File: config.mk
export PLATFORM = sky130hd
export DESIGN_NAME = register_file_2r1w
export DESIGN_NICKNAME = d
export VERILOG_FILES = /design/src/rtl/register_file_2r1w.sv
export SDC_FILE = /design/constraint.sdc
export NUM_CORES = 1
export LEC_CHECK = 0
export CAP_MARGIN = 20
export CORE_UTILIZATION = 49
export CTS_BUF_LIST = sky130_fd_sc_hd__clkbuf_4
export DETAILED_ROUTE_END_ITERATION = 8
export PLACE_DENSITY = 0.64
export SYNTH_ARGS = -nofsm -noshare
export SYNTH_HDL_FRONTEND = slang
export SYNTH_SLANG_ARGS = --single-unit
File: constraint.sdc
create_clock -name clock -period 4.1 [get_ports clock]
set_input_delay 0.82 -clock clock [delete_from_list [all_inputs] [get_ports clock]]
set_output_delay 0.82 -clock clock [all_outputs]
set_load 0.05 [all_outputs]
File: src/rtl/register_file_2r1w.sv
// register_file_2r1w
//   Register bank between decode and writeback. It has one write port and two
//   registered read ports. The read ports bypass a same-cycle write. A
//   per-register pending scoreboard tracks outstanding producers. A sequential
//   soft-clear engine zeroes one register per cycle.
//
//   Optional build macro: REGFILE_ZERO_REG_EN
//     When defined, register 0 is hardwired to zero. Writes and marks to
//     address 0 are dropped, and reads of address 0 return zero data with the
//     pending bit clear.
//
//   Ports
//     clock, reset          rising-edge clock; synchronous active-low reset
//     wr_en/wr_addr/wr_data write port (also clears the pending bit)
//     rd_en, rd_addr_a/b    read request; both ports sample together
//     rd_data_a/b, pend_a/b registered read results (1-cycle latency)
//     rd_valid              results above were updated this cycle
//     mark_en, mark_addr    set the pending bit of a register
//     clr_req               1-cycle pulse starts a soft clear
//     clr_busy              soft clear in progress
module register_file_2r1w #(
  parameter int WIDTH  = 32,
  parameter int ADDR_W = 4,
  parameter int DEPTH  = 16
) (
  input  logic              clock,
  input  logic              reset,
  input  logic              wr_en,
  input  logic [ADDR_W-1:0] wr_addr,
  input  logic [WIDTH-1:0]  wr_data,
  input  logic              rd_en,
  input  logic [ADDR_W-1:0] rd_addr_a,
  input  logic [ADDR_W-1:0] rd_addr_b,
  output logic [WIDTH-1:0]  rd_data_a,
  output logic [WIDTH-1:0]  rd_data_b,
  output logic              pend_a,
  output logic              pend_b,
  output logic              rd_valid,
  input  logic              mark_en,
  input  logic [ADDR_W-1:0] mark_addr,
  input  logic              clr_req,
  output logic              clr_busy
);

  localparam int                IDX_W    = (DEPTH > 1) ? $clog2(DEPTH) : 1;
  localparam logic [ADDR_W:0]   DEPTH_L  = (ADDR_W+1)'(DEPTH);
  localparam logic [IDX_W-1:0]  PTR_LAST = IDX_W'(DEPTH - 1);

`ifdef REGFILE_ZERO_REG_EN
  localparam bit ZERO_REG = 1'b1;
`else
  localparam bit ZERO_REG = 1'b0;
`endif

  typedef enum logic {IDLE, CLEAR} state_t;

  state_t             state, state_nxt;
  logic [IDX_W-1:0]   ptr, ptr_nxt;

  logic [WIDTH-1:0]   mem [DEPTH];
  logic [DEPTH-1:0]   pend;

  logic               busy, wr_ok, mark_ok, rd_ok;
  logic [WIDTH-1:0]   rd_data_a_p0, rd_data_b_p0;
  logic               pend_a_p0, pend_b_p0;

  function automatic logic in_range(input logic [ADDR_W-1:0] a);
    return {1'b0, a} < DEPTH_L;
  endfunction

  function automatic logic is_zero_reg(input logic [ADDR_W-1:0] a);
    return ZERO_REG && (a == '0);
  endfunction

  function automatic logic writable(input logic [ADDR_W-1:0] a);
    return in_range(a) && !is_zero_reg(a);
  endfunction

  function automatic logic [IDX_W-1:0] to_idx(input logic [ADDR_W-1:0] a);
    return a[IDX_W-1:0];
  endfunction

  // Read data as it stands after this edge's write (write-to-read bypass).
  function automatic logic [WIDTH-1:0] read_data(input logic [ADDR_W-1:0] a);
    if (!in_range(a) || is_zero_reg(a)) return '0;
    if (wr_ok && (wr_addr == a))        return wr_data;
    return mem[to_idx(a)];
  endfunction

  // Pending bit after this edge's update; a mark beats a write (new producer wins).
  function automatic logic read_pend(input logic [ADDR_W-1:0] a);
    if (!in_range(a) || is_zero_reg(a)) return 1'b0;
    if (mark_ok && (mark_addr == a))    return 1'b1;
    if (wr_ok && (wr_addr == a))        return 1'b0;
    return pend[to_idx(a)];
  endfunction

  assign busy     = (state == CLEAR);
  assign clr_busy = busy;
  assign wr_ok    = wr_en   && !busy && writable(wr_addr);
  assign mark_ok  = mark_en && !busy && writable(mark_addr);
  assign rd_ok    = rd_en   && !busy;

  assign rd_data_a_p0 = read_data(rd_addr_a);
  assign rd_data_b_p0 = read_data(rd_addr_b);
  assign pend_a_p0    = read_pend(rd_addr_a);
  assign pend_b_p0    = read_pend(rd_addr_b);

  // Soft-clear FSM state register
  always_ff @(posedge clock) begin
    if (!reset) begin
      state <= IDLE;
      ptr   <= '0;
    end else begin
      state <= state_nxt;
      ptr   <= ptr_nxt;
    end
  end

  always_comb begin
    state_nxt = state;
    ptr_nxt   = ptr;
    case (state)
      IDLE: begin
        if (clr_req) begin
          state_nxt = CLEAR;
          ptr_nxt   = '0;
        end
      end
      CLEAR: begin
        ptr_nxt = ptr + 1'b1;
        if (ptr == PTR_LAST) state_nxt = IDLE;
      end
      default: state_nxt = IDLE;
    endcase
  end

  // Storage update and p0 -> registered read outputs
  always_ff @(posedge clock) begin
    if (!reset) begin
      for (int i = 0; i < DEPTH; i++) mem[i] <= '0;
      pend      <= '0;
      rd_data_a <= '0;
      rd_data_b <= '0;
      pend_a    <= 1'b0;
      pend_b    <= 1'b0;
      rd_valid  <= 1'b0;
    end else begin
      if (busy) begin
        mem[ptr]  <= '0;
        pend[ptr] <= 1'b0;
      end else begin
        if (wr_ok) begin
          mem[to_idx(wr_addr)]  <= wr_data;
          pend[to_idx(wr_addr)] <= 1'b0;
        end
        // Placed after the write so a same-address mark takes priority.
        if (mark_ok) pend[to_idx(mark_addr)] <= 1'b1;
      end
      rd_valid <= rd_ok;
      if (rd_ok) begin
        rd_data_a <= rd_data_a_p0;
        rd_data_b <= rd_data_b_p0;
        pend_a    <= pend_a_p0;
        pend_b    <= pend_b_p0;
      end
    end
  end

endmodule

[Yosys cells after proc, flatten, opt, wreduce, memory -nomap -nowiden]
Memory sizes are Yosys's and may differ from the RTL's. A register that Yosys moved wholly into a read port is not among the register bits.
Cells that the tools add are included.
Word-level totals
  register bits: 24
  latch bits: 0
  RAM bits: 512
  memory bits (read-only): 0
  input bits: 54
  output and inout port bits: 68
  logic and storage cells: 91
  memories: 1
Memories
  mem: words 16, width 32, read ports 2, clocked after Yosys merged registers in 2, wr ports 16, RTL line 60  | logic [WIDTH-1:0] mem [DEPTH];
Operators by class
  add/subtract/negate cells: 1
  multipliers: 0
  divide/modulo/power cells: 0
  $lt $le $gt $ge: 8
  equal/unequal tests: 6
  shift-type cells: 0
  multiplexer cells: 48
  bitwise logic cells: 6
  reduce and logical (&&, ||, !) cells: 15
Operators by type and width (number)
  $mux 16: 5
  $mux 32: 2
  $reduce_or 32->1: 2
  $and 16x16->16: 2
  $not 16->16: 2
  $mux 1: 31
  $lt 4x5->1 const B: 5
  $eq 4x4->1: 4
  $or 16x16->16: 1
  $demux 1 s4: 3
  $ge 4x1->1 const B: 3
  $mux 4: 3
  $logic_and 1x1->1: 10
  $bmux 1 s4: 2
  $pmux 4 s2: 1
  $add 4x1->4 const B: 1
  $eq 4x4->1 const B: 1
  $logic_not 1->1: 3
  $ne 2x2->1 const B: 1
  $pmux 1 s2: 1
  $not 1->1: 1

[Depth between registers and ports, before layout]
Gate-level depths: netlist of the first run.
  depth in word-level cells: 12
  gate-level depth with buffers: 9
  depth with buffers taken out: 6

[Worst setup path before layout of the first run]
No wires, ideal clock.
  path type: input -> register
  start: in reset
  end: mem mem[2][0] (enable)
  library setup time: 0.389 ns
  arrival: 2.855 ns
  required time: 3.711 ns
  slack: 0.856 ns
  cell stages on the path: 7
  buffers on the path: 2
  cell sequence: and3b_4 -> buf_2 -> mux2_2 -> nor2_1 -> nand2_1 -> clkbuf_1 -> nand2_1
RTL lines
  start: declaration: RTL line 27  | input logic reset,
  end: declaration: RTL line 60

[Final worst setup path of the first run]
  start: reg state, in the netlist clr_busy
  end: out clr_busy
RTL lines
  start: declaration: RTL line 57  | state_t state, state_nxt;
  start signal: assignment: RTL line 115  | state <= state_nxt;
  end: declaration: RTL line 42  | output logic clr_busy
No word-level cell between the ends.

==> qor.csv, run 1 <==
metric;value;unit
status;completed;
WP data arrival;2.50;ns
Fill cells;4841;
max incr delay on CP;0.87;ns
Peak Freq;0.301;GHz
Worst-Skew Late Latency;1.01;ns
fin crit share;0.810;
Hold Path Class;in -> reg;
DP Area;32800;um^2
xor and xnor fraction of the mapped netlist area;0.00580;
worst rel slew slack;0.405;
DRC errors left;0;
CP max-delay cell;clkdlybuf4s50_1;
crit-path cells;buf_4 -> clkdlybuf4s50_1;
Min Clock Period, post-route;3.32;ns
Setup TNS;0;ns
site row count;90;
VDD IR max;237;uV
clock sinks;600;
unrepaired setup endpoints after global routing;false;
gr usage total;0.315;
vias in the first global route;22103;
I/O pin total;122;
clk root buf;clkbuf_4;
area delta synth->final;15.8;%
most common cell after layout, fill and taps aside;nor2_1;
largest net degree at the start of global routing;66;
most frequent cells in the layout;522 x nor2_1, 512 x edfxtp_1, 266 x mux4_2;
layout cell share with drive strength beyond 1;0.291;
CTS max path bufs;3;
clock skew;0.0489;ns
Setup CP Type;reg -> out;
core area;60600;um^2
post-place setup slack;0.646;ns
ys async rst share;0;
synthesized flop and latch total;600;
Die X;250;um
Main synth FF type;edfxtp_1;
Die Y;250;um
worst-margin pin slew;0.885;ns
initial antenna violation count;4;
Synth Area in Compound Gates;0.0615;
CTS Hold Bufs;0;
Starting DRT DRC Count;2341;
sequential element share of the synthesized area;0.567;
number of CTS-inserted buffers;160;
setup slack after layout;0.779;ns
first-pass GRT wire length;142000;um
via count;21351;
Clk pin slew, worst setup/hold paths;0.06;ns
largest family of logic cells by synthesized area;multiplexers;
Detailed Place HPWL;56000;um
Leak;12.1;nW
Power Density;411;nW/um^2
CTS tree;built;
Initial Utilization;0.499;
Distinct cells, synth;53;
postcts setup bufs;0;
drt wl/cell;28.9;um
post-cts resize count;0;
final antenna-violating net count;0;
Initial DRT Pass Iterations;6;
final hold viol count;0;
Mapped Area;30200;um^2
Syn Area/Cell;13.6;um^2
Die Area;62600;um^2
NumNets Final;2472;
number of flops mapped to enable cells by yosys;512;
syn nets;2283;
Vias/cell;6.41;
Adder-Cell Fraction of Synth Area;0.00166;
mux cell area share after synthesis;0.232;
Setup violations, final;0;
post-route cell area;35000;um^2
CP Max Fanout;29;
RD Place Congestion;0.897;
Max H-tree Level;4;
Synth Warn #;0;
Post-Synth Simple-Gate Area;0.102;
grt total ovfl;0;
Buffers on Ports;121;
WL final;96200;um
Worst setup SP type;register;
WP data required;3.28;ns
max-cap viol count;0;
Syn Inst Count;2225;
CP endpoint kind;primary output;
Slew Viols, Final;0;
## area by class of cell
| cell class | instances | area [um^2] | area share |
|---|---|---|---|
| sequential | 600 | 17100 | 0.490 |
| multi-input combinational | 1398 | 12300 | 0.351 |
| timing repair buffer | 248 | 2370 | 0.0676 |
| clock buffer | 247 | 1850 | 0.0530 |
| tap | 782 | 978 | 0.0280 |
| clock inverter | 47 | 323 | 0.00923 |
| inverter | 6 | 22.5 | 0.000644 |
| antenna | 3 | 7.51 | 0.000215 |
## path summary, 6_finish.rpt
| kind | startpoint | endpoint | slack (ns) | depth (start not counted) |
|---|---|---|---|---|
| setup / recovery | clr_busy | clr_busy | 0.78 | 2 |
| setup reg to reg | ptr[0] | mem[5][27] | 1.44 | 5 |
| hold reg to reg | rd_data_b[16] | rd_data_b[16] | 0.47 | 2 |
| hold / removal | rd_addr_b[2] | rd_data_b[30] | 0.39 | 4 |
## cells in the mapped netlist, drive strengths merged, types with 2 or more instances
library cell / count / share of area
nor2: 523 / 0.065
edfxtp: 512 / 0.51
mux4: 266 / 0.20
nand2: 216 / 0.027
clkbuf: 168 / 0.021
mux2i: 99 / 0.033
dfxtp: 88 / 0.058
o211ai: 65 / 0.021
a22oi: 64 / 0.016
buf: 53 / 0.0086
o311ai: 32 / 0.0093
o221ai: 15 / 0.0043
a21boi: 14 / 0.0035
xor2: 12 / 0.0035
nor2b: 11 / 0.0023
nand3: 8 / 0.0013
xnor2: 8 / 0.0023
o21ai: 7 / 0.0012
o31ai: 6 / 0.0015
a21oi: 5 / 0.00083
inv: 5 / 0.00062
and2: 4 / 0.00083
ha: 4 / 0.0017
nand2b: 4 / 0.00083
nand3b: 4 / 0.00099
nor3: 4 / 0.00066
a31oi: 3 / 0.00062
or3: 3 / 0.00062
and3b: 2 / 0.00070
mux2: 2 / 0.00075
nor3b: 2 / 0.00050
## flip-flops by register name, indices dropped and copies added (netlist names)
name and cells:
pend 16, pend_b 1, ptr 4, mem 512
rd_data_a 32, pend_a 1, rd_valid 1, clr_busy 1
rd_data_b 32
## kinds of logic (layout without fill, tap and decap cells)
logic type	Yosys count	in the layout
compound gates	221	221
xor+xnor	20	20
fa+ha+maj	4	4
buf+inv	227	548
flops	600	600
mux	367	367
other cells	0	3
simple gates	786	786
## power breakdown
part,switching [W],leakage (nW),internal (W)
Combinational,0.00107,4.77,0.000705
Sequential,0.000133,6.02,0.00685
Clock,0.00256,1.31,0.00306
Total,0.00377,12.1,0.0106
## worst max-delay path: cells and delay by family (launching register included)
family | cells | cell delay [ns]
flops | 1 | 0.32
buf+inv | 2 | 1.18
## per-layer routing
layer	up-vias	share of wire	GRT usage
met3	209	0.12	0.0944
met4	4	0.036	0.132
li1	8965	-	-
met5	-	0.00032	0
met2	1297	0.48	0.495
met1	10876	0.37	0.408
## per-stage QoR
step	utilization	std cells	power [W]	hold slack, ns
finish	0.577	3331	0.0144	0.393
global route	0.577	3331	0.0149	0.334
CTS	0.577	3328	0.0144	0.309
detailed placement	0.541	3034	0.00887	0.453
global placement	0.541	3034	0.00884	0.450
floorplan	-	2225	0.00819	0.469
Note: power is estimated with default switching activity, not from simulation.
==> run 2: changes to the inputs <==
- PLACE_DENSITY: 0.64 -> 0.67
- clock period: 4.1 -> 2.95 ns (I/O delays scaled with it)
==> run 2 against run 1 <==
Effect of this change: global-route usage fell by 0.39 points; critical path depth is 1 lower; setup slack worse by 0.68 ns; critical path type unchanged; first-iteration DRC count down 5.4%; die area is the same; sequential power grew 39%; non-clock buffer count grew 47.
==> qor.csv, run 2 (same netlist as run 1, synthesis figures left out) <==
metric;value;unit
CP max-delay cell;clkdlybuf4s50_1;
Setup CP Type;reg -> out;
Detailed Place HPWL;57700;um
final hold viol count;0;
RD Place Congestion;0.868;
layout cell share with drive strength beyond 1;0.297;
max reg flops;512;
post-route cell area;35900;um^2
final antenna-violating net count;0;
most frequent cells in the layout;522 x nor2_1, 512 x edfxtp_1, 266 x mux4_2;
most common cell after layout, fill and taps aside;nor2_1;
core area;60600;um^2
clock skew;0.0676;ns
CTS max path bufs;3;
crit-path cells;clkdlybuf4s50_1;
CP Max Fanout;2;
CTS tree;built;
Initial DRT Pass Iterations;8;
CTS Hold Bufs;0;
post-place setup slack;-0.126;ns
max-cap viol count;0;
Starting DRT DRC Count;2214;
largest net degree at the start of global routing;66;
WL final;95300;um
clk root buf;clkbuf_4;
VDD IR max;324;uV
delay-heaviest family, CP;buffers and inverters;
Max H-tree Level;4;
vias in the first global route;22604;
fin crit share;0.966;
Hold Path Class;in -> reg;
site row count;90;
Fill cells;4727;
worst-margin pin slew;1.01;ns
Worst setup SP type;register;
Worst-Skew Late Latency;1.03;ns
DP Area;33700;um^2
I/O pin total;122;
Die Y;250;um
Min Clock Period, post-route;2.85;ns
number of CTS-inserted buffers;159;
Critical path buffers and inverters;1;
NumNets Final;2518;
Peak Freq;0.351;GHz
Initial Utilization;0.499;
CP endpoint kind;primary output;
Vias/cell;6.43;
most flop-heavy register;mem;
final core utilization;0.592;
status;completed;
first-pass GRT wire length;142000;um
Die X;250;um
Power Density;563;nW/um^2
Buffers on Ports;121;
setup slack after layout;0.0989;ns
worst rel slew slack;0.327;
unrepaired setup endpoints after global routing;false;
WP data required;2.36;ns
WP data arrival;2.26;ns
DRC errors left;0;
grt total ovfl;0;
clock sinks;600;
Slew Viols, Final;0;
largest registers;mem x512, rd_data_a x32, rd_data_b x32;
gr usage total;0.311;
Setup violations, final;0;
Setup TNS;0;ns
Leak;12.5;nW
drt wl/cell;28.3;um
initial antenna violation count;2;
Clk pin slew, worst setup/hold paths;0.07;ns
area delta synth->final;18.7;%
via count;21676;
max incr delay on CP;0.84;ns
Die Area;62600;um^2
==> run 2: changes by cell type in the layout (fill, tap and decap cells not counted), sizes merged <==
cell | previous run | this run
diode | 3 | 1
bufinv | 5 | 7
clkdlybuf4s50 | 115 | 107
dlygate4sd2 | 0 | 7
dlymetal6s2s | 0 | 1
clkbuf | 247 | 238
buf | 133 | 180
clkinvlp | 1 | 3
==> run 2: final cells by class <==
type / instances / area, um^2 / share of cell area
Multi-Input combinational cell: 1398 / 12300 / 0.342
Inverter: 6 / 22.5 / 0.000628
Sequential cell: 600 / 17100 / 0.478
Timing Repair Buffer: 295 / 3280 / 0.0914
Antenna cell: 1 / 2.50 / 0.0000698
Tap cell: 782 / 978 / 0.0273
Clock buffer: 238 / 1790 / 0.0498
Clock inverter: 51 / 394 / 0.0110
==> run 2: through the flow <==
step                      total power (W)  hold slack [ns]  std cells
final                              0.0202            0.198       3371
after global routing               0.0208            0.161       3371
after CTS                          0.0203            0.101       3370
after detailed placement           0.0125            0.445       3081
after global placement             0.0124            0.452       3081
after floorplan                    0.0114            0.469       2225
==> run 2: power by group <==
| group | switching, W | leakage [nW] | internal (W) |
|---|---|---|---|
| combinational | 0.00150 | 5.25 | 0.00108 |
| sequential | 0.000191 | 6.02 | 0.00952 |
| clock | 0.00357 | 1.29 | 0.00431 |
| total | 0.00526 | 12.5 | 0.0149 |
==> run 2: path summary, 6_finish.rpt <==
check                     start             to  slack, ns  depth (start not counted)
hold / removal     rd_addr_a[1]         pend_a       0.20                          5
setup reg to reg       clr_busy     mem[7][10]       0.42                          7
setup / recovery  rd_data_b[29]  rd_data_b[29]        0.1                          1
hold reg to reg   rd_data_b[11]  rd_data_b[11]       0.46                          2
==> run 2: per-layer routing <==
layer,routed length (um),part of all wire,track usage
met1,34200,0.36,0.389
met2,46600,0.49,0.507
met3,11100,0.12,0.0878
met4,3360,0.035,0.134
met5,8,0.000084,0
==> run 2: repair_timing <==
| action | 4_1_cts | 5_1_grt |
|---|---|---|
| setup buffers | 0 | 0 |
| gates resized for setup | 7 | 1 |
| setup endpoints to repair | 7 | 1 |
